## src/rtl/avalon_mem_bridge.sv

```systemverilog
// Bridges single load/store requests from the core onto an Avalon-MM master port.
// Holds each request across waitrequest, returns read data and aborts on a wait timeout.
module avalon_mem_bridge #(
  parameter int unsigned MAX_WAIT = 255,
  parameter int unsigned CNT_W    = 8
) (
  input  logic        clk,
  input  logic        reset_n,
  input  logic [31:0] core_address,
  input  logic        core_read,
  input  logic        core_write,
  input  logic [3:0]  core_byteenable,
  input  logic [31:0] core_writedata,
  output logic [31:0] core_readdata,
  output logic        core_stall,
  output logic        core_done,
  output logic        core_timeout,
  output logic [31:0] avm_address,
  output logic        avm_read,
  output logic        avm_write,
  output logic [3:0]  avm_byteenable,
  output logic [31:0] avm_writedata,
  input  logic [31:0] avm_readdata,
  input  logic        avm_waitrequest
);

  localparam logic [1:0] IDLE = 2'd0;
  localparam logic [1:0] BUS  = 2'd1;
  localparam logic [1:0] DONE = 2'd2;

  localparam logic [CNT_W-1:0] LAST_WAIT = CNT_W'(MAX_WAIT - 1);

  logic [1:0]       state_q, state_d;
  logic [CNT_W-1:0] cnt_q, cnt_d;
  logic [31:0]      address_d, writedata_d, readdata_d;
  logic [3:0]       byteenable_d;
  logic             read_d, write_d, done_d, timeout_d;

  // Stall is combinational so the sequencer freezes in the same cycle it raises a request
  assign core_stall = (state_q == BUS) || ((state_q == IDLE) && (core_read || core_write));

  // Next-state and next-output logic
  always_comb begin
    state_d      = state_q;
    cnt_d        = cnt_q;
    address_d    = avm_address;
    read_d       = avm_read;
    write_d      = avm_write;
    byteenable_d = avm_byteenable;
    writedata_d  = avm_writedata;
    readdata_d   = core_readdata;
    done_d       = 1'b0;
    timeout_d    = core_timeout;

    case (state_q)
      IDLE: begin
        if (core_read || core_write) begin
          // A write with no enabled lanes has nothing to put on the bus
          if (core_write && (core_byteenable == 4'b0000)) begin
            state_d = DONE;
            done_d  = 1'b1;
          end else begin
            state_d      = BUS;
            cnt_d        = '0;
            address_d    = core_address & 32'hFFFF_FFFC;
            write_d      = core_write;
            read_d       = ~core_write;
            byteenable_d = core_write ? core_byteenable : 4'b1111;
            writedata_d  = core_writedata;
          end
        end
      end
      BUS: begin
        if (!avm_waitrequest) begin
          if (avm_read) begin
            readdata_d = avm_readdata;
          end
          read_d  = 1'b0;
          write_d = 1'b0;
          cnt_d   = '0;
          state_d = DONE;
          done_d  = 1'b1;
        end else if (cnt_q == LAST_WAIT) begin
          read_d    = 1'b0;
          write_d   = 1'b0;
          timeout_d = 1'b1;
          cnt_d     = '0;
          state_d   = DONE;
          done_d    = 1'b1;
        end else begin
          cnt_d = cnt_q + CNT_W'(1);
        end
      end
      DONE: begin
        state_d = IDLE;
      end
      default: begin
        state_d = IDLE;
      end
    endcase
  end

  // State and registered outputs; reset drops the bus strobes immediately
  always_ff @(posedge clk or negedge reset_n) begin
    if (!reset_n) begin
      state_q        <= IDLE;
      cnt_q          <= '0;
      avm_address    <= '0;
      avm_read       <= 1'b0;
      avm_write      <= 1'b0;
      avm_byteenable <= '0;
      avm_writedata  <= '0;
      core_readdata  <= '0;
      core_done      <= 1'b0;
      core_timeout   <= 1'b0;
    end else begin
      state_q        <= state_d;
      cnt_q          <= cnt_d;
      avm_address    <= address_d;
      avm_read       <= read_d;
      avm_write      <= write_d;
      avm_byteenable <= byteenable_d;
      avm_writedata  <= writedata_d;
      core_readdata  <= readdata_d;
      core_done      <= done_d;
      core_timeout   <= timeout_d;
    end
  end

endmodule

```

## config.mk

```make
export PLATFORM = sky130hd
export DESIGN_NAME = avalon_mem_bridge
export DESIGN_NICKNAME = d
export VERILOG_FILES = /design/src/rtl/avalon_mem_bridge.sv
export SDC_FILE = /design/constraint.sdc
export NUM_CORES = 1
export LEC_CHECK = 0
export CORE_AREA = 4 4 137 139
export DETAILED_ROUTE_END_ITERATION = 8
export DIE_AREA = 0 0 141 143
export PLACE_DENSITY = 0.65
export SYNTH_ARGS = -nofsm -noshare
export SYNTH_HDL_FRONTEND = slang
export SYNTH_SLANG_ARGS = --single-unit
```

## constraint.sdc

```tcl
create_clock -name clk -period 3.17 [get_ports clk]
set_clock_uncertainty 0.1 [all_clocks]
set_input_delay 0.634 -clock clk [delete_from_list [all_inputs] [get_ports clk]]
set_output_delay 0.634 -clock clk [all_outputs]
set_load 0.01 [all_outputs]
```

# After elaboration in Yosys (flattened, before gate mapping)
# Index checks and enable logic that the tools add are counted.
word_totals:
  register_bits: 112
  in_bits: 105
  out_inout_bits: 105
  word_cells: 56
classes:
  add_sub_neg: 1
  eq_ne: 5
  mux: 24
  n_bitwise: 3
  n_reduce_logical: 13
ops:
  columns: ["cell", "n"]
  rows:
  - ["8-bit 2-to-1 mux", 4]
  - ["8-bit case mux with 2 select lines", 1]
  - ["3-bit AND reduction", 4]
  - ["1-bit 2-to-1 mux", 10]
  - ["8-bit by 1-bit adder with 8-bit output (second input constant)", 1]
  - ["8-bit equality test (second input constant)", 1]
  - ["2-bit 2-to-1 mux", 4]
  - ["1-bit case mux with 2 select lines", 3]
  - ["4-bit logical NOT", 1]
  - ["4-bit 2-to-1 mux", 1]
  - ["2-bit case mux with 2 select lines", 1]
  - ["4-bit AND reduction", 1]
  - ["3-bit by 2-bit != test with 1-bit output (second input constant)", 1]
  - ["1-bit inverter", 3]
  - ["2-bit by 1-bit equality test with 1-bit output (second input constant)", 1]
  - ["1-bit logical AND", 2]
  - ["2-bit logical NOT", 1]
  - ["1-bit logical OR", 2]
  - ["2-bit by 1-bit != test with 1-bit output (second input constant)", 1]
  - ["2-bit != test (second input constant)", 1]
  - ["2-bit AND reduction", 1]
  - ["2-bit nonzero test", 1]

# Longest topological paths before layout
# Gate-level depths: netlist (run 1).
logic_depth:
  word_depth: 5
  ltp_mapped: 6
  ltp_nobuf: 6

# Worst setup path before layout (run 1)
# No wires, ideal clock.
synth_timing:
  path_type: "in2reg"
  start: "input port core_byteenable[0]"
  end: "register avm_address[30]"
  setup_ns: 0.125
  arrival_ns: 1.744
  required_time_ns: 2.945
  setup_slack_ns: 1.201
  stages: 6
  n_path_buf: 2
  path_cell_list: "nor4_4 -> nand2_2 -> o211a_2 -> buf_6 -> buf_6 -> mux2_4"
synth_via:
  elab_chain_len: 4
synth_lines:
  columns: ["element", "line", "source"]
  rows:
  - ["start: declaration", "12", "input logic [3:0] core_byteenable,"]
  - ["4-bit logical NOT", "59", "if (core_write && (core_byteenable == 4'b0000)) begin"]
  - ["1-bit logical AND", "59", null]
  - ["1-bit inverter (no line)", null, null]
  - ["3-bit AND reduction (no line)", null, null]
  - ["end signal: assignment", "119", "avm_address <= address_d;"]
  - ["end: declaration", "18", "output logic [31:0] avm_address,"]
# No other way between the ends.
# A chain may end at the register's enable or synchronous reset.

# Final worst setup path (run 1)
layout_timing:
  start: "input port core_write"
  end: "output port core_stall"
layout_via:
  elab_chain_len: 3
layout_lines:
  columns: ["element", "line", "source"]
  rows:
  - ["start: declaration", "11", "input logic core_write,"]
  - ["1-bit logical OR", "40", "assign core_stall = (state_q == BUS) || ((state_q == IDLE) && (core_read || core_write));"]
  - ["1-bit logical AND", "40", null]
  - ["1-bit logical OR", "40", null]
  - ["end: declaration", "15", "output logic core_stall,"]
# No other way between the ends.

==> results of run 1 <==
## per-stage QoR
step / std cells / instance area (µm²)
final: 729 / 7110
after global routing: 729 / 7110
after CTS: 729 / 7110
after detailed placement: 714 / 6840
after global placement: 714 / 6840
after floorplan: 286 / 4490
## cell usage in the layout (no fill, tap or decap), types with 2 or more instances in the layout
master / instances
nand3_1: 6
ha_1: 2
clkdlybuf4s50_1: 204
nand2b_1: 2
nand2_1: 3
dfrtp_1: 112
buf_4: 5
a21oi_1: 3
o22a_1: 4
o21ai_0: 2
a211o_1: 3
conb_1: 2
inv_1: 5
and3_1: 4
a21o_1: 2
clkinvlp_4: 3
nor3_1: 6
mux2_2: 69
nor2_1: 5
buf_12: 3
clkbuf_16: 9
mux2_4: 25
## power breakdown
part,switching (mW),total (mW),internal [mW],leakage [nW]
clock,0.511,1.06,0.553,0.124
combinational,1.21,3.32,2.11,1.50
sequential,0.389,2.50,2.11,1.34
## critical path: cells and delay by family
kind	cells	cell delay, ns
buffers and inverters	2	1.21
AND/OR/NAND/NOR	2	0.26
## per-layer routing
layer  routed length (µm)  vias to the layer above  part of all wire, %  track usage, %
li1                     -                     1433                    -               -
met5                    0                        -                    0               0
met3                 1330                       16                   11            5.43
met1                 4910                     1500                   42            14.2
met4                  246                        0                  2.1            5.00
met2                 5250                      161                   45            18.0
## kinds of logic after synthesis
logic type	synth area share, %
buffers and inverters	2.51
AO/OA/AOI/OAI	4.07
multiplexers	25.7
XOR/XNOR	0.195
AND/OR/NAND/NOR	4.41
flip-flops	62.5
other	0.0836
adder cells (fa/ha/maj)	0.558
## final cells by class
class	instances	area share, %
multi-input combinational	156	22.4
clock inverter	4	0.440
sequential	112	39.4
clock buffer	11	3.41
inverter	5	0.264
timing repair buffer	212	30.1
tap	229	4.03
## flip-flops by register name, indices dropped and copies added (netlist names)
signal / cells
core_readdata: 32
avm_write: 1
state_q: 2
avm_address: 30
avm_read: 1
avm_byteenable: 4
cnt_q: 8
core_timeout: 1
avm_writedata: 32
core_done: 1
## final timing paths
check,start,endpoint,slack (ns),cells past startpoint
setup reg to reg,state_q[1]$_DFFE_PN0P_,avm_writedata[22]$_DFFE_PN0P_,1.13,4
hold / removal,reset_n,avm_writedata[18]$_DFFE_PN0P_,0.14,1
setup / recovery,core_write,core_stall,0.32,4
max in group asynchronous,reset_n,core_readdata[27]$_DFFE_PN0P_,2.08,2
hold reg to reg,core_timeout$_DFFE_PN0P_,core_timeout$_DFFE_PN0P_,0.37,1
min in group clk,core_timeout$_DFFE_PN0P_,core_timeout$_DFFE_PN0P_,0.37,1
==> impl_results.md, run 1 <==
* Hold Fails Final Rpt at 0
* First-pass GRT wire length at 18.5 mm
* Clock sinks at 112
* Syn-to-layout area delta at 58.5%
* Final Util at 40.3%
* Seq/Total Area, Yosys at 62.5%
* CTS tree: done
* GR Overflow Total at 0
* Power density over the cells at 969 mW/mm²
* Multi-input combinational cell area at 0.00159 mm²
* Starting density of the core at 25.4%
* First-pass DRT Iterations at 4
* Hold_buf cts at 0
* EDFF count, synth at 0
* Clock root buffer: clkbuf_16
* H-tree Lvls at 3
* DRC at 0
* DP HPWL at 8.84 mm
* Pleak at 2.97 nW
* Post-DRT Antenna Nets at 0
* Crit path arrival time at 2.11 ns
* CTS buffer count at 9
* Vias/cell at 4.27
* Total Wirelength at 11.7 mm
* Synth top area cells: dfrtp_1, mux2_2, mux2_4
* Synthesized instance count at 285
* Initial drt markers at 113
* Layout cells sized above 1 at 24.2%
* FF+latch area at 0.00280 mm²
* Cell accounting for the most synthesized area: dfrtp_1
* GR Util All Layers at 11.7%
* Reg clk slew, reported paths at 0.07 ns
* Register bit total from synthesis at 112
* IO Count at 210
* Fill cells at 1,640
* GP Congestion at 0.808
* # diodes at 0
* Slowest library cell on the worst path: clkdlybuf4s50_1
* Peak VDD IR at 0.393 mV
* CP Class: primary input to primary output
* Hold crit path type: primary input to async pin
* Full die area at 0.0202 mm²
* Setup ws final at 0.322 ns
* Vias at 3,110
* Slew HR at 65.0%
* Ys flop type: dfrtp_1
* Worst Tran Pin Value at 0.521 ns
* Asr flop ratio synth at 100%
* Synth cell types at 39
* Syn avg cell area at 15.7 µm²
* WL/cell at 16.1 µm
* Startpoint type of the worst setup path: primary input
* Most frequent CP cell: clkdlybuf4s50_1
* Syn Std Cell Area at 0.00449 mm²
* Hold WS at 0.141 ns
* Post-CTS setup buffer count at 0
* RSZ-0062 raised after global routing: no
* # setup viols final at 0
* Setup_tns at 0 ns
* Status: finished clean
* Most common cell in the netlist: dfrtp_1
* Synth top cells by count: dfrtp_1, mux2_2, mux2_4
* CP Capture Type: primary output
* # port buffers at 205
* Initial antenna violation count at 0
* Maximum buffer depth of the clock tree at 2
* Max-cap violations at 0
* Tcrit/Tclk final at 89.8%
* Clk_lat worst skew at 0.35 ns
* Largest net degree at the start of global routing at 52
* Worst-path cell chain: clkdlybuf4s50_1 > nor3_1 > nor2_1 > clkdlybuf4s50_1
* Crit Path Max Fanout at 6
* Share of the synthesized area in the top cell type at 62.5%
* Final #Nets at 603
* Slew Viols, Final at 0
* Pre-CTS setup slack at 0.338 ns
* Core outline area at 0.0177 mm²
* Synth warnings at 0
* Die width at 141 µm
* Rows at 49
* Highest attainable clock frequency at 351 MHz
* Chip height at 143 µm
* CP required at 2.44 ns
* Overall power at 6.89 mW
* Min Tclk post-route at 2.85 ns
* Vias in the first global route at 3,404
* # resized after CTS at 0
* Max stage delay on crit path at 0.61 ns
No activity file was read; power rests on OpenSTA's default activity.
==> run 2: changes to the inputs <==
--- a/config.mk
+++ b/config.mk
@@ -6,6 +6,7 @@
 export NUM_CORES = 1
 export LEC_CHECK = 0
 export CORE_AREA = 4 4 137 139
+export CTS_CLUSTER_SIZE = 8
 export DETAILED_ROUTE_END_ITERATION = 8
 export DIE_AREA = 0 0 141 143
 export PLACE_DENSITY = 0.65
==> constraint.sdc (replaced) <==
create_clock -name clk -period 3.17 [get_ports clk]
set_clock_uncertainty 0.1 [all_clocks]
set_input_delay 0.634 -clock clk [delete_from_list [all_inputs] [get_ports clk]]
set_output_delay 0.634 -clock clk [all_outputs]
set_load 0.005 [all_outputs]
==> impl_results.md, run 2 (synthesis results as in run 1) <==
* Most frequent cells in the layout: clkdlybuf4s50_1, dfrtp_1, mux2_2
* Core outline area at 0.0177 mm²
* Overall power at 6.73 mW
* Power density over the cells at 942 mW/mm²
* GP Congestion at 0.801
* First-pass DRT Iterations at 4
* Final #Nets at 603
* Clock root buffer: clkbuf_16
* DRC at 0
* Commonest non-fill, non-tap cell in the layout: clkdlybuf4s50_1
* CP Class: primary input to primary output
* Max-cap violations at 0
* Fin area at 0.00715 mm²
* Post-DRT Antenna Nets at 0
* Reg clk slew, reported paths at 0.07 ns
* Final Util at 40.5%
* Setup_tns at 0 ns
* Die width at 141 µm
* RSZ-0062 raised after global routing: no
* Syn-to-layout area delta at 59.4%
* First-pass GRT wire length at 18.4 mm
* Initial antenna violation count at 0
* Placed inst area at 0.00684 mm²
* Worst Tran Pin Value at 0.525 ns
* Vias at 3,120
* Vias/cell at 4.28
* H-tree Lvls at 3
* Clk_lat worst skew at 0.34 ns
* Peak VDD IR at 0.443 mV
* Clock sinks at 112
* R2R depth at 4
* Startpoint type of the worst setup path: primary input
* R2r setup slk at 1.14 ns
* Chip height at 143 µm
* Setup crit start: core_write
* # diodes at 0
* Hold_buf cts at 0
* Slew HR at 64.7%
* Min Tclk post-route at 2.85 ns
* Regs by FF count: avm_writedata x32, core_readdata x32, avm_address x30
* CTS tree: done
* Slew Viols, Final at 0
* Total Wirelength at 11.6 mm
* Pleak at 2.99 nW
* Layout cells sized above 1 at 24.2%
* CP required at 2.44 ns
* Status: finished clean
* Full die area at 0.0202 mm²
* Crit path arrival time at 2.12 ns
* Tcrit/Tclk final at 89.9%
* Post-CTS setup buffer count at 0
* Hold Fails Final Rpt at 0
* WL/cell at 15.9 µm
* # port buffers at 205
* Hold crit path type: primary input to async pin
* GR Util All Layers at 11.5%
* Largest net degree at the start of global routing at 52
* IO Count at 210
* Initial drt markers at 93
* R2r endpoint: avm_writedata[23]$_DFFE_PN0P_
* Starting density of the core at 25.4%
* CP Capture Type: primary output
* Maximum buffer depth of the clock tree at 2
* Vias in the first global route at 3,369
* # setup viols final at 0
* Critical path destination: core_stall
* Reg2reg start: state_q[1]$_DFFE_PN0P_
* Crit Path Max Fanout at 6
* Rows at 49
* GR Overflow Total at 0
* # resized after CTS at 0
* CTS buffer count at 9
* DP HPWL at 8.70 mm
* Highest attainable clock frequency at 351 MHz
[run 2: changes by cell type in the layout (fill, tap and decap cells not counted), sizes merged]
| cell | delta |
|---|---|
| bufinv | +2 |
| clkbuf | -1 |
| clkinv | -1 |
[run 2: metal layers]
| metal | GRT usage (%) | share of wire [%] | vias up | wire [µm] |
|---|---|---|---|---|
| met5 | 0 | 0 | - | 0 |
| li1 | - | - | 1439 | - |
| met2 | 17.5 | 45 | 164 | 5200 |
| met4 | 4.74 | 1.7 | 0 | 201 |
| met1 | 14.4 | 43 | 1503 | 4930 |
| met3 | 5.29 | 11 | 14 | 1260 |
[run 2: through the flow]
step           setup WS, ns  hold slack, ns  instances
5_1_grt               0.247           0.174        729
4_1_cts               0.344           0.149        729
2_1_floorplan          1.20           0.238        286
3_5_place_dp          0.366           0.353        714
6_report              0.321           0.150        729
3_3_place_gp          0.380           0.349        714
[run 2: worst max-delay path: stages]
cell and delay (ns):
clkdlybuf4s50_1 0.62, nor3_1 0.08, nor2_1 0.21, clkdlybuf4s50_1 0.58
[run 2: worst min-delay path by stage]
stage	end	start	slack [ns]	depth (start not counted)
2_1_floorplan	avm_address[10]$_DFFE_PN0P_	reset_n	0.24	0
3_3_place_gp	core_timeout$_DFFE_PN0P_	core_timeout$_DFFE_PN0P_	0.35	1
5_1_grt	avm_writedata[18]$_DFFE_PN0P_	reset_n	0.17	1
4_1_cts	avm_writedata[18]$_DFFE_PN0P_	reset_n	0.15	1
6_report	avm_writedata[18]$_DFFE_PN0P_	reset_n	0.15	1
3_5_place_dp	core_timeout$_DFFE_PN0P_	core_timeout$_DFFE_PN0P_	0.35	1
[run 2: final cells by class]
cell class,count,area (µm²)
flip-flops and latches,112,2800
multi-input cells,156,1590
repair buffers,212,2140
well taps,229,287
clock inverters,5,82.6
fillers,1608,10500
clock buffers,10,229
inverters,5,18.8
[run 2: power breakdown]
group,switching [mW],internal [mW]
logic,0.950,2.10
registers,0.381,2.11
clock network,0.494,0.688
total,1.83,4.91
==> run 3: changes to the inputs <==
==> config.mk (replaced) <==
export PLATFORM = sky130hd
export DESIGN_NAME = avalon_mem_bridge
export DESIGN_NICKNAME = d
export VERILOG_FILES = /design/src/rtl/avalon_mem_bridge.sv
export SDC_FILE = /design/constraint.sdc
export NUM_CORES = 1
export LEC_CHECK = 0
export CORE_AREA = 4 4 106 108
export CTS_CLUSTER_SIZE = 8
export DETAILED_ROUTE_END_ITERATION = 8
export DIE_AREA = 0 0 110 112
export PLACE_DENSITY = 0.95
export SYNTH_ARGS = -nofsm -noshare
export SYNTH_HDL_FRONTEND = slang
export SYNTH_SLANG_ARGS = --single-unit
==> impl_results.md, run 3 (synthesis results as in run 1) <==
* First-pass DRT Iterations at 4
* CTS buffer count at 9
* Placed instance count at 617
* Vias in the first global route at 3,444
* Highest attainable clock frequency at 358 MHz
* # resized after CTS at 0
* Reg2reg start: state_q[1]$_DFFE_PN0P_
* Clock root buffer: clkbuf_8
* CP required at 2.44 ns
* First-pass GRT wire length at 17.6 mm
* Hold Fails Final Rpt at 0
* Status: finished clean
* Maximum buffer depth of the clock tree at 2
* Commonest non-fill, non-tap cell in the layout: clkdlybuf4s50_1
* Hold WS at 0.179 ns
* Full die area at 0.0123 mm²
* Post-CTS setup buffer count at 0
* Setup_tns at 0 ns
* CP Capture Type: primary output
* Startpoint type of the worst setup path: primary input
* Max-cap violations at 0
* Hold_buf cts at 0
* Most frequent cells in the layout: clkdlybuf4s50_1, dfrtp_1, mux2_2
* Slew Viols, Final at 0
* Chip height at 112 µm
* GP Congestion at 0.787
* Tcrit/Tclk final at 88.2%
* Min Tclk post-route at 2.79 ns
* Post-DRT Antenna Nets at 0
* GR Overflow Total at 0
* Vias at 3,119
* GR Util All Layers at 18.7%
* Crit Path Max Fanout at 6
* Peak VDD IR at 0.584 mV
* # setup viols final at 0
* Vias/cell at 4.93
* Fin area at 0.00683 mm²
* Layout cells sized above 1 at 23.7%
* Overall power at 6.26 mW
* # port buffers at 205
* Reg clk slew, reported paths at 0.10 ns
* # diodes at 0
* Worst Tran Pin Value at 1.05 ns
* CTS tree: done
* Fill cells at 712
* Clock sinks at 112
* Rows at 37
* DP HPWL at 8.61 mm
* Crit path arrival time at 2.06 ns
* WL/cell at 18.0 µm
* IO Count at 210
* CP Class: primary input to primary output
* Clk_lat worst skew at 0.38 ns
* Largest net degree at the start of global routing at 68
* Hold crit path type: primary input to async pin
* Final #Nets at 599
* Initial drt markers at 194
* Initial antenna violation count at 0
* Starting density of the core at 43.8%
* Pleak at 2.90 nW
* Syn-to-layout area delta at 52.3%
* Placed inst area at 0.00667 mm²
* RSZ-0062 raised after global routing: no
* Die width at 110 µm
* H-tree Lvls at 3
* Setup crit start: core_write
* Regs by FF count: avm_writedata x32, core_readdata x32, avm_address x30
* DRC at 0
* Slew HR at 29.8%
* Core outline area at 0.0102 mm²
* Total Wirelength at 11.4 mm
* Fin cells at 633
* Power density over the cells at 917 mW/mm²
## run 3: changes by cell type in the layout (fill, tap and decap cells not counted), sizes merged
cell	delta
buf	-4
bufinv	-2
clkinv	+5
clkinvlp	-2
## run 3: worst paths after layout
kind                                                      end  slack, ns  cells past startpoint
worst max-delay path                               core_stall       0.38                      4
max in group asynchronous       core_readdata[14]$_DFFE_PN0P_       2.03                      2
min in group clk                     core_timeout$_DFFE_PN0P_       0.37                      1
worst max register to register    avm_address[25]$_DFFE_PN0P_       0.85                      3
worst min register to register       core_timeout$_DFFE_PN0P_       0.37                      1
worst min-delay path              avm_address[17]$_DFFE_PN0P_       0.18                      1
## run 3: per-layer routing
metal / part of all wire (%) / track usage (%)
met3: 13 / 9.97
met5: 0 / 0
met2: 50 / 31.8
met4: 1.2 / 4.66
met1: 36 / 20.2
## run 3: worst max-delay path, stage by stage
cell	delay, ns
clkdlybuf4s50_1	0.60
nor3_1	0.07
nor2_1	0.20
clkdlybuf4s50_1	0.55
## run 3: cell type report
cell class / instances / area [µm²] / area share, %
sequential: 112 / 2800 / 41.0
timing repair buffer: 208 / 2080 / 30.5
clock inverter: 6 / 36.3 / 0.531
clock buffer: 10 / 128 / 1.87
tap: 136 / 170 / 2.49
inverter: 5 / 18.8 / 0.275
multi-input combinational: 156 / 1590 / 23.3
## run 3: where the power goes
| part | switching [mW] | leakage (nW) | total [mW] | internal [mW] |
|---|---|---|---|---|
| Combinational | 0.938 | 1.47 | 3.00 | 2.06 |
| Sequential | 0.400 | 1.34 | 2.51 | 2.11 |
| Clock | 0.469 | 0.0858 | 0.751 | 0.282 |
| Total | 1.81 | 2.90 | 6.26 | 4.45 |
## run 3: metrics by stage
stage / setup WS [ns] / util (%)
6_report: 0.375 / 66.8
5_1_grt: 0.327 / 66.8
4_1_cts: 0.414 / 66.8
3_5_place_dp: 0.225 / 65.2
3_3_place_gp: 0.320 / 65.2
2_1_floorplan: 1.20 / -
